$ cat src/rtl/aes128_package.sv
// Shared definitions for the masked AES-128 datapath.
// Contents used by the zero-sharing stream:
//   num_zero_stream_random() - raw random words consumed per lane
//   zero_share_word_t         - one share word at the default share width
//   ZERO_MODE_INDEPENDENT / ZERO_MODE_RING - per-beat sharing mode encodings
package aes128_package;

  localparam int ZERO_SHARE_DEFAULT_WIDTH = 8;

  // Share word at the default width; modules built with another BIT_WIDTH
  // declare a local equivalent of the same shape.
  typedef logic [ZERO_SHARE_DEFAULT_WIDTH-1:0] zero_share_word_t;

  localparam logic ZERO_MODE_INDEPENDENT = 1'b0;
  localparam logic ZERO_MODE_RING        = 1'b1;

  // One raw random word is consumed for every output share, in both modes
  // (independent mode simply ignores the last word).
  function automatic int num_zero_stream_random(input int num_shares);
    return num_shares;
  endfunction

endpackage

$ cat src/rtl/masked_zero_mix.sv
// One lane of zero-sharing: NUM_SHARES raw words in, NUM_SHARES shares out
// whose XOR is always zero. Purely combinational.
// Ports:
//   random_words - word i at [i*BIT_WIDTH +: BIT_WIDTH]
//   mode         - ZERO_MODE_INDEPENDENT or ZERO_MODE_RING
//   shares       - share i at [i*BIT_WIDTH +: BIT_WIDTH]
module masked_zero_mix
  import aes128_package::*;
#(
  parameter int NUM_SHARES = 3,
  parameter int BIT_WIDTH  = 8
) (
  input  logic [NUM_SHARES*BIT_WIDTH-1:0] random_words,
  input  logic                            mode,
  output logic [NUM_SHARES*BIT_WIDTH-1:0] shares
);

  typedef logic [BIT_WIDTH-1:0] share_word_t;

  // XOR of all words except the last: the balancing share in independent mode.
  share_word_t partial_xor;

  always_comb begin
    partial_xor = '0;
    for (int i = 0; i < NUM_SHARES - 1; i++) begin
      partial_xor = partial_xor ^ random_words[i*BIT_WIDTH +: BIT_WIDTH];
    end
  end

  genvar gi;
  generate
    for (gi = 0; gi < NUM_SHARES; gi++) begin : g_share
      localparam int NEXT = (gi + 1) % NUM_SHARES;
      share_word_t word_cur;
      share_word_t word_nxt;
      share_word_t ring_share;
      share_word_t indep_share;

      assign word_cur   = random_words[gi*BIT_WIDTH +: BIT_WIDTH];
      assign word_nxt   = random_words[NEXT*BIT_WIDTH +: BIT_WIDTH];
      // Every word appears in exactly two ring shares, so the XOR cancels.
      assign ring_share = word_cur ^ word_nxt;

      if (gi == NUM_SHARES - 1) begin : g_last
        assign indep_share = partial_xor;
      end else begin : g_pass
        assign indep_share = word_cur;
      end

      assign shares[gi*BIT_WIDTH +: BIT_WIDTH] =
        (mode == ZERO_MODE_RING) ? ring_share : indep_share;
    end
  endgenerate

endmodule

$ cat src/rtl/masked_zero_stream.sv
// Streaming zero-sharing generator: turns raw randomness into NUM_LANES
// independent NUM_SHARES-way sharings of zero, buffered in a DEPTH-entry FIFO.
// Ports:
//   in_clock, in_reset            - clock, synchronous active-high reset
//   in_random, in_mode, in_valid  - input beat (words packed lane-major)
//   in_ready                      - beat accepted when in_valid && in_ready
//   in_flush                      - empties and zeroes the buffer
//   out_random, out_valid         - head entry (zero when empty)
//   out_ready                     - consumer takes the head entry
//   out_count                     - completed output handshakes, wrapping
module masked_zero_stream
  import aes128_package::*;
#(
  parameter int NUM_SHARES  = 3,
  parameter int BIT_WIDTH   = 8,
  parameter int NUM_LANES   = 2,
  parameter int DEPTH       = 2,
  parameter int COUNT_WIDTH = 16
) (
  input  logic                                  in_clock,
  input  logic                                  in_reset,
  input  logic [NUM_LANES*NUM_SHARES*BIT_WIDTH-1:0] in_random,
  input  logic                                  in_mode,
  input  logic                                  in_valid,
  output logic                                  in_ready,
  input  logic                                  in_flush,
  output logic [NUM_LANES*NUM_SHARES*BIT_WIDTH-1:0] out_random,
  output logic                                  out_valid,
  input  logic                                  out_ready,
  output logic [COUNT_WIDTH-1:0]                out_count
);

  localparam int LANE_W = num_zero_stream_random(NUM_SHARES) * BIT_WIDTH;
  localparam int BEAT_W = NUM_LANES * LANE_W;
  localparam int PTR_W  = (DEPTH > 1) ? $clog2(DEPTH) : 1;
  localparam int OCC_W  = $clog2(DEPTH + 1);

  localparam logic [PTR_W-1:0]       LAST_PTR  = PTR_W'(DEPTH - 1);
  localparam logic [PTR_W-1:0]       PTR_ONE   = PTR_W'(1);
  localparam logic [OCC_W-1:0]       FULL_OCC  = OCC_W'(DEPTH);
  localparam logic [OCC_W-1:0]       OCC_ONE   = OCC_W'(1);
  localparam logic [COUNT_WIDTH-1:0] COUNT_ONE = COUNT_WIDTH'(1);

  genvar gi;

  generate
    if (NUM_SHARES < 2 || NUM_SHARES > 8) begin : g_bad_shares
      $error("masked_zero_stream: NUM_SHARES must be in 2..8");
    end
    if (DEPTH < 1 || DEPTH > 8) begin : g_bad_depth
      $error("masked_zero_stream: DEPTH must be in 1..8");
    end
  endgenerate

  // Beats are shared on the way in, so the buffer only ever holds sharings
  // of zero and the mode needs no storage of its own.
  logic [BEAT_W-1:0] shared_beat;

  generate
    for (gi = 0; gi < NUM_LANES; gi++) begin : g_lane
      masked_zero_mix #(
        .NUM_SHARES (NUM_SHARES),
        .BIT_WIDTH  (BIT_WIDTH)
      ) u_mix (
        .random_words (in_random[gi*LANE_W +: LANE_W]),
        .mode         (in_mode),
        .shares       (shared_beat[gi*LANE_W +: LANE_W])
      );
    end
  endgenerate

  logic [BEAT_W-1:0]      entry_reg [DEPTH];
  logic [PTR_W-1:0]       rd_ptr_reg, rd_ptr_next;
  logic [PTR_W-1:0]       wr_ptr_reg, wr_ptr_next;
  logic [OCC_W-1:0]       occ_reg, occ_next;
  logic [COUNT_WIDTH-1:0] count_reg;
  logic                   full;
  logic                   push;
  logic                   pop;

  assign full      = (occ_reg == FULL_OCC);
  // A full buffer still accepts when the head leaves in the same cycle.
  assign in_ready  = !in_flush && (!full || out_ready);
  assign out_valid = (occ_reg != '0);
  assign push      = in_valid && in_ready;
  assign pop       = out_valid && out_ready;
  assign out_random = out_valid ? entry_reg[rd_ptr_reg] : '0;
  assign out_count = count_reg;

  always_comb begin
    rd_ptr_next = rd_ptr_reg;
    wr_ptr_next = wr_ptr_reg;
    occ_next    = occ_reg;
    if (pop) begin
      rd_ptr_next = (rd_ptr_reg == LAST_PTR) ? '0 : rd_ptr_reg + PTR_ONE;
    end
    if (push) begin
      wr_ptr_next = (wr_ptr_reg == LAST_PTR) ? '0 : wr_ptr_reg + PTR_ONE;
    end
    case ({push, pop})
      2'b10:   occ_next = occ_reg + OCC_ONE;
      2'b01:   occ_next = occ_reg - OCC_ONE;
      default: occ_next = occ_reg;
    endcase
  end

  always_ff @(posedge in_clock) begin
    if (in_reset) begin
      rd_ptr_reg <= '0;
      wr_ptr_reg <= '0;
      occ_reg    <= '0;
      count_reg  <= '0;
    end else if (in_flush) begin
      // A pop coinciding with a flush is discarded and not counted.
      rd_ptr_reg <= '0;
      wr_ptr_reg <= '0;
      occ_reg    <= '0;
    end else begin
      rd_ptr_reg <= rd_ptr_next;
      wr_ptr_reg <= wr_ptr_next;
      occ_reg    <= occ_next;
      if (pop) begin
        count_reg <= count_reg + COUNT_ONE;
      end
    end
  end

  // Popped entries are scrubbed so no consumed randomness lingers. When full,
  // push and pop hit the same slot and the incoming beat must win.
  always_ff @(posedge in_clock) begin
    for (int e = 0; e < DEPTH; e++) begin
      if (in_reset || in_flush) begin
        entry_reg[e] <= '0;
      end else if (push && (wr_ptr_reg == PTR_W'(e))) begin
        entry_reg[e] <= shared_beat;
      end else if (pop && (rd_ptr_reg == PTR_W'(e))) begin
        entry_reg[e] <= '0;
      end
    end
  end

endmodule

$ cat config.mk
export PLATFORM = sky130hd
export DESIGN_NAME = masked_zero_stream
export DESIGN_NICKNAME = d
export VERILOG_FILES = /design/src/rtl/aes128_package.sv /design/src/rtl/masked_zero_mix.sv /design/src/rtl/masked_zero_stream.sv
export SDC_FILE = /design/constraint.sdc
export NUM_CORES = 1
export LEC_CHECK = 0
export ABC_AREA = 1
export CAP_MARGIN = 20
export CORE_ASPECT_RATIO = 0.5
export CORE_MARGIN = 10
export CORE_UTILIZATION = 30
export CTS_BUF_LIST = sky130_fd_sc_hd__clkbuf_16
export CTS_CLUSTER_DIAMETER = 200
export DETAILED_ROUTE_END_ITERATION = 6
export GPL_TIMING_DRIVEN = 0
export PLACE_DENSITY = 0.59
export SYNTH_ARGS = -nofsm -noshare
export SYNTH_HDL_FRONTEND = slang
export SYNTH_HIERARCHICAL = 1
export SYNTH_SLANG_ARGS = --single-unit
$ cat constraint.sdc
create_clock -name in_clock -period 6.3 [get_ports in_clock]
set_clock_uncertainty 0.1 [all_clocks]
set_input_delay 1.575 -clock in_clock [delete_from_list [all_inputs] [get_ports in_clock]]
set_output_delay 1.575 -clock in_clock [all_outputs]
set_load 0.005 [all_outputs]
[Word-level counts from Yosys, hierarchy flattened]
Memories as Yosys holds them, arrays and structs flattened. A register that Yosys moved wholly into a read port is not among the register bits.
Index checks and enable logic that the tools add are counted.
Cells by class
  add/sub/neg operators: 5
  equality and inequality tests: 3
  multiplexer cells: 32
  bitwise operators: 13
  reductions and logical operators: 15
Operators with widths (count)
  $mux 48: 5
  $mux 8: 6
  $xor 8x8->8: 6
  $mux 1: 20
  $add 16x1->16 const B: 1
  $logic_and 1x1->1: 7
  $eq 2x2->1 const B: 2
  $or 1x1->1: 4
  $pmux 2 s2: 1
  $reduce_bool 2->1: 2
  $not 1->1: 3
  $add 1x1->1 const B: 2
  $add 2x1->2 const B: 1
  $eq 2x1->1 const B: 1
  $logic_not 1->1: 2
  $logic_or 1x1->1: 2
  $reduce_and 2->1: 1
  $reduce_or 2->1: 1
  $sub 2x1->2 const B: 1
Word-level totals
  bits in registers: 20
  bits in writable memories: 96
  output and inout bits: 66
  logic and storage cells: 73
  memories: 1
Memory list
  entry_reg: depth 2, width 48, rd ports 1, clocked after Yosys merged registers in 1, write ports 2, RTL line masked_zero_stream.sv:72  | logic [BEAT_W-1:0] entry_reg [DEPTH];

[Longest topological paths before layout]
  depth after elaboration: 11
  mapped depth: 10

[By module]
Netlist, hierarchy kept.
Modules (own cells, without submodules)
  masked_zero_stream: times used 1, cells an instance 580, area each 5418.9 µm², seq. area each 3303.2 µm²
  masked_zero_mix: times used 2, cells an instance 140, area each 639.4 µm², seq. area each 0.0 µm²

[Worst setup path after synthesis]
No wires, ideal clock.
  path kind: input-to-reg
  from: input out_ready
  to: memory entry_reg[0][0] (netlist name), enable pin
  library setup time: 520 ps
  data arrival time: 5279 ps
  required time: 5680 ps
  path slack: 401 ps
  stages: 6
  buffers on the path: 0
  cells stage by stage: inv_2 > nand3_1 > nand2_1 > clkinv_2 > nand2_1 > o21ai_0
RTL lines
  start, declared: RTL line masked_zero_stream.sv:29  | input logic out_ready,
  end, declared: RTL line masked_zero_stream.sv:72

[Worst setup path in the final report]
  from: input out_ready
  to: output in_ready
On the way
  cells in the longest elaborated chain, start to end: 2
Ends and longest elaborated chain
  $logic_or 1x1->1: RTL line masked_zero_stream.sv:83  | assign in_ready = !in_flush && (!full || out_ready);
  $logic_and 1x1->1: RTL line masked_zero_stream.sv:83
  end, declared: RTL line masked_zero_stream.sv:25  | output logic in_ready,
Every way passes these cells.

==> results.cfg <==
[outcome]
status = finished clean

[pwr]
max-vdd-ir-drop_mv = 0.155
static-leakage-power_uw = 0.00398
pwr_density_cell_nw_per_um2 = 234

[synth]
synth.yosys.seq_area_share = 0.493
synthCells = 860
synth-seq-cells = 117
syn-cell-area_um2 = 6700
ys_warns = 6
synth_largest_area_cell = sky130_fd_sc_hd__edfxtp_1
post_synth_num_cell_types = 29
postSynthNetCount = 918
syn_avg_cell_area_um2 = 7.79
synth_largest_type_area_fraction = 0.430
synth_top_cells_by_area = sky130_fd_sc_hd__edfxtp_1 43%, sky130_fd_sc_hd__nand2_1 17%, sky130_fd_sc_hd__inv_1 8.0%, sky130_fd_sc_hd__dfxtp_1 6.3%, sky130_fd_sc_hd__nor2_1 4.7%

[critical_path]
cp_num_buf_inv = 4
setup.worst_path.start_class = primary input
slowest_stage = sky130_fd_sc_hd__clkdlybuf4s50_1
timing_worst_setup_path_type = primary input to output pin
timing.rr.end = entry_reg[1][28]
regToRegSetupSlack_ps = 3930
critical_path_required_ps = 4620
worst_path_most_repeated_cell = sky130_fd_sc_hd__clkdlybuf4s50_1
timing.critical_path.to_type = output pin
cp_slowest_stage_delay_ps = 540
r2r.worst_path.cells = 5
timing.rr.start = occ_reg[0]
timing.critical_path.max_delay_family = buffers and inverters
crit_path_max_fanout = 5
worstPathArrival_ps = 2890
crit_path_cell_trace = clkdlybuf4s50_1 -> inv_2 -> nand3_1 -> nand2_1 -> clkinv_2 -> clkdlybuf4s50_1

[cells_and_area]
antenna_cells_inserted = 0
layout.cells.most_common_list = 302 x sky130_fd_sc_hd__nand2_1, 143 x sky130_fd_sc_hd__inv_1, 118 x sky130_fd_sc_hd__clkdlybuf4s50_1
post_route_cells_drive_above_1_share = 0.118
largest_register_ff_count = 96
fin_util = 0.411
mostFrequentLayoutCell = sky130_fd_sc_hd__nand2_1
areaGrowthSynthToFinish_pct = 33.8
nets = 1058

[worst_hold_path]
hold_class = flip-flop to flip-flop
hold_depth = 1
timing.hold.worst.start = rd_ptr_reg
worst_hold_endpoint = rd_ptr_reg

[cts]
worstSkewPairLatency_ps = 400
post_cts.repair.setup_buffers = 0
hold_buffers = 0
cts_tree = yes
clk_transition_reported_paths_ps = 60
cts-root-to-sink-buffers = 2
cts_buffers = 17
clk_root_buffer_cell = sky130_fd_sc_hd__clkbuf_16
postCtsResizedCells = 0
cts.sinks = 117
cts_max_level = 4

[detailed_routing]
drt_pass1_iterations = 5
routed-via-count = 5695
ant_nets = 0
detail_route.vias_per_cell = 4.34
dr.first_iter.drc_count = 340
avgRoutedWirePerCell_um = 14.1
route.final.wire_length_mm = 18.5
drc_errors = 0

[die]
fp-row-count = 38
area_of_the_die_um2 = 29100
initial_core_util = 0.307
die_height_um = 126
core-area_um2 = 21800
die_x_um = 231
ios = 120

[placement]
finalWeightedCongestion = 0.817
hpwl_mm = 13.9
dp_slack_ps = 1720
port_buffers = 118

[grt]
grt_use_met3 = 0.0233
grt.met2_usage = 0.228
grt_util_met1 = 0.149
grt_pass1_wl_mm = 29.4
grt_max_degree = 28
antenna_found_initial = 0
grt_use_total = 0.127
vias_in_the_first_global_route = 5574
grt_most_used_layer = met2
grt_total_ovfl = 0

[sta]
final_period_minus_worst_setup_slack_ps = 4570
layout_worst_path_cycle_share = 0.725
setup_ws_ps = 1730
timing_worst_slew_pin_value_ps = 791
max_slew_margin = 0.473
max_freq_ghz = 0.219
grt_setup_unrepaired = no
total_count_of_max_transition_violations_in_the_final_report = 0
setup_viol = 0
final_count_of_hold_timing_violations = 0

[job]
timing.max_cap.violations = 0
-- cell usage after synthesis, drive strengths merged --
cell	count
nand4	7
edfxtp	96
inv	147
clkinv	1
nor3b	1
buf	25
clkbuf	7
and3	1
xor2	32
a21oi	58
nor3	3
nor2	126
or2	1
xnor2	1
o21ai	9
nand2	309
o21bai	1
dfxtp	21
nand3	10
ha	4
-- where the power goes --
| group | leakage (µW) | switching [µW] | internal, µW |
|---|---|---|---|
| sequential | 0.00125 | 9.60 | 871 |
| combinational | 0.00242 | 138 | 93.3 |
| clock | 0.000309 | 365 | 619 |
| total | 0.00398 | 513 | 1580 |
-- how the worst max path moves through the flow --
stage               slack [ps]          endpoint  startpoint  cells after the start
floorplan                  400   entry_reg[0][0]   out_ready                      6
global placement         -2500  entry_reg[0][27]   out_ready                      7
detailed placement        1720          in_ready   out_ready                      6
CTS                       1720          in_ready   out_ready                      6
global route              1640          in_ready   out_ready                      6
finish                    1730          in_ready   out_ready                      6
-- layer usage --
metal	part of all wire	routed length, µm	vias to the layer above
met4	0.013	246	0
met5	0	0	-
met2	0.52	9580	97
met3	0.041	758	19
met1	0.43	7920	2674
li1	-	-	2905
-- area by class of cell --
class                           count  area (µm²)
Clock inverter                     12         114
Buffer                             32         234
Multi-Input combinational cell    563        2620
Tap cell                          300         375
Fill cell                        2180       12900
Sequential cell                   117        3300
Clock buffer                       20         500
Inverter                          148         557
Timing Repair Buffer              121        1260
-- logic make-up (layout without fill, tap and decap cells) --
kind of cell,after synthesis,after routing,synth area share
AO/OA/AOI/OAI,68,68,0.0512
XOR/XNOR,33,33,0.0432
adder cells (fa/ha/maj),4,4,0.00747
buffers and inverters,180,333,0.118
flip-flops,117,117,0.493
AND/OR/NAND/NOR,458,458,0.287
-- per-stage QoR --
stage | total power, µW | TNS, ps | cells | cell area (µm²) | hold WS, ps
2_1_floorplan | 1030 | 0 | 860 | 6700 | 347
6_report | 2100 | 0 | 1313 | 8960 | 394
3_3_place_gp | 1120 | -120130 | 1278 | 8250 | 360
3_5_place_dp | 1130 | 0 | 1281 | 8350 | 382
4_1_cts | 2120 | 0 | 1313 | 8960 | 390
5_1_grt | 2180 | 0 | 1313 | 8960 | 400
No activity file was read; power rests on OpenSTA's default activity.
